## src/rtl/sipo_defs_pkg.sv

```systemverilog
// Shared definitions for the SIPO deserializer: FSM state encoding and counter sizing.
package sipo_defs;

    typedef enum logic {
        IDLE  = 1'b0,
        SHIFT = 1'b1
    } state_t;

    // Counter must hold 0..width inclusive.
    function automatic int cnt_width(input int width);
        return $clog2(width + 1);
    endfunction

endpackage

```

## src/rtl/sipo_out_buf.sv

```systemverilog
// One-entry valid/ready holding register for assembled words.
// Load wins over drain in the same cycle; po holds its last value while invalid.
module sipo_out_buf #(
    parameter int WIDTH = 4
) (
    input  logic             clk,
    input  logic             rst,
    input  logic             load,
    input  logic [WIDTH-1:0] load_dat,
    output logic [WIDTH-1:0] po,
    output logic             po_valid,
    input  logic             po_ready,
    output logic             full,
    output logic             drain
);

    assign full  = po_valid;
    assign drain = po_valid & po_ready;

    always_ff @(posedge clk) begin
        if (rst) begin
            po       <= '0;
            po_valid <= 1'b0;
        end else if (load) begin
            po       <= load_dat;
            po_valid <= 1'b1;
        end else if (drain) begin
            po_valid <= 1'b0;
        end
    end

endmodule

```

## src/rtl/sipo_deserializer.sv

```systemverilog
// Serial-in/parallel-out receiver: start-framed bit capture into a one-entry output buffer.
// Word appears on po one clock after its last bit; dropped words and mid-word restarts raise sticky flags.
module sipo_deserializer
    import sipo_defs::*;
#(
    parameter int WIDTH     = 4,
    parameter bit MSB_FIRST = 1'b1
) (
    input  logic             clk,
    input  logic             rst,
    input  logic             si,
    input  logic             si_valid,
    input  logic             si_start,
    output logic [WIDTH-1:0] po,
    output logic             po_valid,
    input  logic             po_ready,
    output logic             busy,
    output logic             overrun,
    output logic             frame_err,
    input  logic             err_clr
);

    localparam int CW = cnt_width(WIDTH);

    state_t           state, state_nxt;
    logic [CW-1:0]    cnt, cnt_nxt;
    logic [WIDTH-1:0] sreg, sreg_nxt;
    logic [WIDTH-1:0] shifted, captured;
    logic             word_done, fe_set, ovr_set, load;
    logic             buf_full, buf_drain, buf_free;

    function automatic logic [WIDTH-1:0] shift_in(input logic [WIDTH-1:0] r, input logic b);
        if (MSB_FIRST)
            return {r[WIDTH-2:0], b};
        else
            return {b, r[WIDTH-1:1]};
    endfunction

    // A fresh bit #1 is just a shift into an empty register.
    assign shifted  = shift_in(sreg, si);
    assign captured = shift_in('0, si);

    always_comb begin
        state_nxt = state;
        cnt_nxt   = cnt;
        sreg_nxt  = sreg;
        word_done = 1'b0;
        fe_set    = 1'b0;
        case (state)
            IDLE: begin
                if (si_valid && si_start) begin
                    sreg_nxt  = captured;
                    cnt_nxt   = CW'(1);
                    state_nxt = SHIFT;
                end
            end
            SHIFT: begin
                if (si_valid) begin
                    if (si_start) begin
                        sreg_nxt = captured;
                        cnt_nxt  = CW'(1);
                        fe_set   = 1'b1;
                    end else if (cnt == CW'(WIDTH - 1)) begin
                        sreg_nxt  = shifted;
                        cnt_nxt   = '0;
                        word_done = 1'b1;
                        state_nxt = IDLE;
                    end else begin
                        sreg_nxt = shifted;
                        cnt_nxt  = cnt + CW'(1);
                    end
                end
            end
            default: state_nxt = IDLE;
        endcase
    end

    always_ff @(posedge clk) begin
        if (rst) begin
            state <= IDLE;
            cnt   <= '0;
            sreg  <= '0;
        end else begin
            state <= state_nxt;
            cnt   <= cnt_nxt;
            sreg  <= sreg_nxt;
        end
    end

    assign buf_free = !buf_full || buf_drain;
    assign load     = word_done && buf_free;
    assign ovr_set  = word_done && !buf_free;

    // Set events beat a simultaneous clear.
    always_ff @(posedge clk) begin
        if (rst) begin
            overrun   <= 1'b0;
            frame_err <= 1'b0;
        end else begin
            overrun   <= ovr_set | (overrun & ~err_clr);
            frame_err <= fe_set | (frame_err & ~err_clr);
        end
    end

    assign busy = (state == SHIFT);

    sipo_out_buf #(
        .WIDTH(WIDTH)
    ) u_out_buf (
        .clk      (clk),
        .rst      (rst),
        .load     (load),
        .load_dat (shifted),
        .po       (po),
        .po_valid (po_valid),
        .po_ready (po_ready),
        .full     (buf_full),
        .drain    (buf_drain)
    );

endmodule

```

## config.mk

```make
export PLATFORM = sky130hd
export DESIGN_NAME = sipo_deserializer
export DESIGN_NICKNAME = d
export VERILOG_FILES = /design/src/rtl/sipo_defs_pkg.sv /design/src/rtl/sipo_out_buf.sv /design/src/rtl/sipo_deserializer.sv
export SDC_FILE = /design/constraint.sdc
export NUM_CORES = 1
export LEC_CHECK = 0
export CORE_ASPECT_RATIO = 0.7
export CORE_MARGIN = 5
export CORE_UTILIZATION = 25
export DETAILED_ROUTE_END_ITERATION = 6
export PLACE_DENSITY = 0.44
export SLEW_MARGIN = 20
export SYNTH_ARGS = -nofsm -noshare
export SYNTH_HDL_FRONTEND = slang
export SYNTH_HIERARCHICAL = 1
export SYNTH_SLANG_ARGS = --single-unit
```

## constraint.sdc

```tcl
create_clock -name clk -period 1.49 [get_ports clk]
set_clock_uncertainty 0.2 [all_clocks]
set_input_delay 0.2235 -clock clk [delete_from_list [all_inputs] [get_ports clk]]
set_output_delay 0.2235 -clock clk [all_outputs]
set_load 0.02 [all_outputs]
```

# ---- Yosys cells after proc, flatten, opt, wreduce, memory -nomap -nowiden
# Cells that the tools add are included.
# W data, S select, Z words.
dict set report classes {
  n_addsub 1
  mul 0
  div 0
  magnitude_cmp 0
  eq_ne 3
  n_shift 0
  muxes 23
  n_bitwise 7
  reduce_logical 8
}
# op count
set op_table {}
lappend op_table {{$mux W3} 7}
lappend op_table {{$mux W1} 13}
lappend op_table {{$pmux W3 S2} 2}
lappend op_table {{$ne A2 B2 Y1 const B} 2}
lappend op_table {{$add A3 B1 Y3 const B} 1}
lappend op_table {{$and A1 B1 Y1} 3}
lappend op_table {{$eq A3 B2 Y1 const B} 1}
lappend op_table {{$logic_and A1 B1 Y1} 3}
lappend op_table {{$logic_not A1 Y1} 2}
lappend op_table {{$not A1 Y1} 2}
lappend op_table {{$or A1 B1 Y1} 2}
lappend op_table {{$pmux W1 S2} 1}
lappend op_table {{$reduce_and A2 Y1} 1}
lappend op_table {{$reduce_bool A2 Y1} 1}
lappend op_table {{$logic_or A1 B1 Y1} 1}
dict set report totals {
  reg_bits 14
  latch_bits 0
  mem_bits_rw 0
  mem_bits_ro 0
  in_bits 7
  output_inout_bits 8
  word_cells 49
  mem_count 0
}

# ---- Longest topological paths before layout
dict set report logic_depth {
  ltp_word 7
  depth_mapped 7
  mapped_depth_nobuf 6
}

# ---- By module
# Netlist, hierarchy kept.
# module instances cells_each area_each_um2 seq_area_each_um2
set by_module_without_submodules {}
lappend by_module_without_submodules {sipo_deserializer 1 41 367.9 180.2}
lappend by_module_without_submodules {sipo_out_buf 1 19 195.2 100.1}

# ---- Worst setup path before layout
# OpenSTA, ideal clock, no wires.
dict set report synth_timing {
  path_kind {register to register}
  startpoint {reg state, in the netlist busy}
  endpoint {reg u_out_buf.po[0]}
  setup_ps 114
  arrival_time_ps 1263
  path_slack_ps -87
  stages_incl_launch_ff 7
  n_path_buf 1
  synth_period_minus_slack_ps 1577
  path_cell_list {dfxtp_1 and3b_1 nand2_1 nor2_1 buf_6 mux2i_1 nor2_1}
}
dict set report synth_via {
  elab_chain_cells 2
}
# element line
set synth_lines {}
lappend synth_lines {{from (decl)} sipo_deserializer.sv:25} ;# state_t state, state_nxt;
lappend synth_lines {{from (signal assigned)} sipo_deserializer.sv:84} ;# state <= state_nxt;
lappend synth_lines {{$mux W1} sipo_deserializer.sv:49} ;# case (state)
lappend synth_lines {{$logic_and A1 B1 Y1} sipo_deserializer.sv:91} ;# assign load = word_done && buf_free;
lappend synth_lines {{via load} sipo_deserializer.sv:29} ;# logic word_done, fe_set, ovr_set, load;
lappend synth_lines {{to (signal assigned)} sipo_out_buf.sv:25} ;# po <= load_dat;
lappend synth_lines {{to (decl)} sipo_out_buf.sv:10} ;# output logic [WIDTH-1:0] po,
# The timed path passes the listed nets, and every way through them passes these cells.
# A chain may end at the register's enable or synchronous reset.

# ---- Worst setup path in the final report
dict set report layout_timing {
  startpoint {reg cnt[1]}
  endpoint {reg u_out_buf.po[0]}
}
dict set report layout_via {
  elab_chain_cells 6
}
# element line
set layout_lines {}
lappend layout_lines {{from (decl)} sipo_deserializer.sv:26} ;# logic [CW-1:0] cnt, cnt_nxt;
lappend layout_lines {{from (signal assigned)} sipo_deserializer.sv:85} ;# cnt <= cnt_nxt;
lappend layout_lines {{$eq A3 B2 Y1} sipo_deserializer.sv:63} ;# end else if (cnt == CW'(WIDTH - 1)) begin
lappend layout_lines {{$mux W1} sipo_deserializer.sv:63}
lappend layout_lines {{$mux W1} sipo_deserializer.sv:59} ;# if (si_start) begin
lappend layout_lines {{$mux W1} sipo_deserializer.sv:58} ;# if (si_valid) begin
lappend layout_lines {{$mux W1} sipo_deserializer.sv:49}
lappend layout_lines {{$logic_and A1 B1 Y1} sipo_deserializer.sv:91}
lappend layout_lines {{via load} sipo_deserializer.sv:29}
# The timed path passes the listed nets, and every way through them passes these cells.

==> results_dict.tcl <==
set metrics [dict create \
    die_y_um 49.7 \
    vias_per_cell 4.12 \
    cts-root-buf "clkbuf_4" \
    drt_iter0_markers 16 \
    nets 97 \
    cts_hold_buffers 0 \
    clockBufferDepth 2 \
    ios 15 \
    yosys-top-cells-area "dfxtp_1 (50%), mux2i_1 (8.9%), nor2_1 (6.0%)" \
    path_class "reg2reg" \
    grt_pass1_wl_um 2160 \
    fillers 215 \
    h-tree-depth 1 \
    yosys_warnings 6 \
    setup_slack_ns 0.0281 \
    fin_area_um2 881 \
    yosysUniqueCellTypes 21 \
    netlist_instances 60 \
    syn2layout_area_growth_pct 56.4 \
    setup_violations 0 \
    path_clk_slew_ns 0.09 \
    hold_ws_ns 0.265 \
    finalCriticalPeriod_ns 1.46 \
    peakVddDrop_v 0.000744 \
    clock.fmax_mhz 684 \
    yosys.area.top_type "dfxtp_1" \
    rows 14 \
    die_x_um 66.7 \
    portBuffers 14 \
    drtPass1Iterations 4 \
    tightest_slew_ns 0.302 \
    slew_headroom_pct 79.8 \
    maxCapViolCount 0 \
    post_drt_wl_per_cell_um 10.5 \
    start_kind "flip-flop" \
    place_hpwl_um 921 \
    vias 494 \
    critPathArrivalTime_ns 1.44 \
    overflow 0 \
    p_per_area_nw_per_um2 842 \
    status "finished clean" \
    synth.cell_area_um2 563 \
    final_max_slew_viol_count 0 \
    ant_nets 0 \
    grt_use_total_pct 8.63 \
    leakage_nw 0.386 \
    finalCritPeriodShare_pct 98.1 \
    synthArstFlopShare_pct 0 \
    drive_gt1_share_pct 26.1 \
    grt_pass1_vias 457 \
    hold_viol 0 \
    synth_seq_cells 14 \
    drc 0 \
    place_congestion 0.762 \
    n_antenna_cell 0 \
    dpl-instance-area_um2 820 \
    cts_tree "done" \
    grt_max_degree 9 \
    synth-edff-count 0 \
    dpl_worst_slack_ns -0.244 \
    path_max_fanout 5 \
    start_util_pct 26.1 \
    required_ns 1.47 \
    worstSkewPairLatency_ns 0.28 \
    cts_inserted_buffers 3 \
    finalWirelength_um 1260 \
    syn-num-nets 68 \
    cts.sinks 14 \
    synth_seq_area_share_pct 49.8 \
    die_area_um2 3320 \
    synth_top_area_share_pct 49.8 \
    hold_class "reg2reg" \
    critPathCaptureType "flip-flop" \
    antenna_found_initial 0 \
    synth_ff_type "dfxtp_1" \
    syn_avg_cell_area_um2 9.38 \
    utilization_pct 40.9 \
    rsz0062_at_grt "true" \
    coreArea_um2 2150 \
]
registers in the layout, summed over array words and instances (netlist names):
signal,count
u_out_buf/po,4
frame_err,1
overrun,1
busy,1
sreg,3
u_out_buf/full,1
cnt,3
power breakdown:
| part | internal, W | switching, W |
|---|---|---|
| sequential | 0.000382 | 0.00000697 |
| combinational | 0.0000455 | 0.0000293 |
| clock | 0.000149 | 0.000129 |
| total | 0.000576 | 0.000165 |
Yosys cell counts, drive strengths merged, types with 2 or more instances:
cell type and n:
a21oi 5, a22oi 3, buf 2, dfxtp 14
mux2i 5, nand2 4, nand2b 4, nand3 2
nor2 9, nor2b 2
cell families after synthesis:
kind of cell               share of synthesized area (%)
buffers and inverters                               4.67
muxes                                               8.89
AOI/OAI and AO/OA                                   13.6
and+or+nand+nor                                     20.9
adders and majority gates                           2.22
DFF                                                 49.8
path summary, 6_finish.rpt:
| path | slack [ns] | to | startpoint | depth (start not counted) |
|---|---|---|---|---|
| max | 0.03 | u_out_buf/po[0] | cnt[1] | 7 |
| min | 0.27 | overrun | overrun | 2 |
| max reg2reg | 0.03 | u_out_buf/po[0] | cnt[1] | 7 |
| min reg2reg | 0.27 | overrun | overrun | 2 |
through the flow:
| stage | setup TNS [ns] | instances | power [W] |
|---|---|---|---|
| after floorplan | 0 | 60 | 0.000420 |
| after global placement | -1.77 | 114 | 0.000471 |
| final | 0 | 120 | 0.000741 |
| after global routing | -0.328 | 120 | 0.000783 |
| after detailed placement | -1.73 | 114 | 0.000471 |
| after CTS | 0 | 119 | 0.000755 |
layout make-up:
cell class              instances  area (um^2)  area share, %
repair buffers                 27          240           27.3
inverters                       1         3.75          0.426
multi-input cells              42          277           31.4
clock buffers                   4         36.3           4.12
well taps                      32         40.0           4.55
flip-flops and latches         14          284           32.2
layout by cell type (no fill, tap or decap), drive strengths merged:
| cell type | count |
|---|---|
| dfxtp | 14 |
| buf | 13 |
| nor2 | 9 |
| dlygate4sd2 | 8 |
| clkdlybuf4s50 | 6 |
| a21oi | 5 |
| mux2i | 5 |
| nand2 | 4 |
| nand2b | 4 |
| clkbuf | 4 |
| a22oi | 3 |
| nand3 | 2 |
| nor2b | 2 |
| and3b | 1 |
| o21ai | 1 |
| or3 | 1 |
| a31oi | 1 |
| a21bo | 1 |
| a21o | 1 |
| ha | 1 |
| and2 | 1 |
| inv | 1 |
routing by layer:
metal	vias to the layer above	track usage (%)	wire length [um]	part of all wire, %
met5	-	0	0	0
met4	0	1.01	8	0.64
met3	2	5.23	105	8.4
met2	13	11.2	481	38
li1	259	-	-	-
met1	220	12.3	662	53
worst max-delay path: stages (launching register included):
cell,delay (ns)
dfxtp_2,0.36
ha_4,0.14
nor2b_4,0.14
nand2_1,0.06
nor2_1,0.08
buf_4,0.15
mux2i_1,0.18
nor2_1,0.06
what timing repair did:
action                                  4_1_cts  5_1_grt
endpoints found under the setup margin       13        5
buffers inserted                              1        1
resized for setup                            13        0
pin swaps                                     2        2
Note: power is estimated with default switching activity, not from simulation.
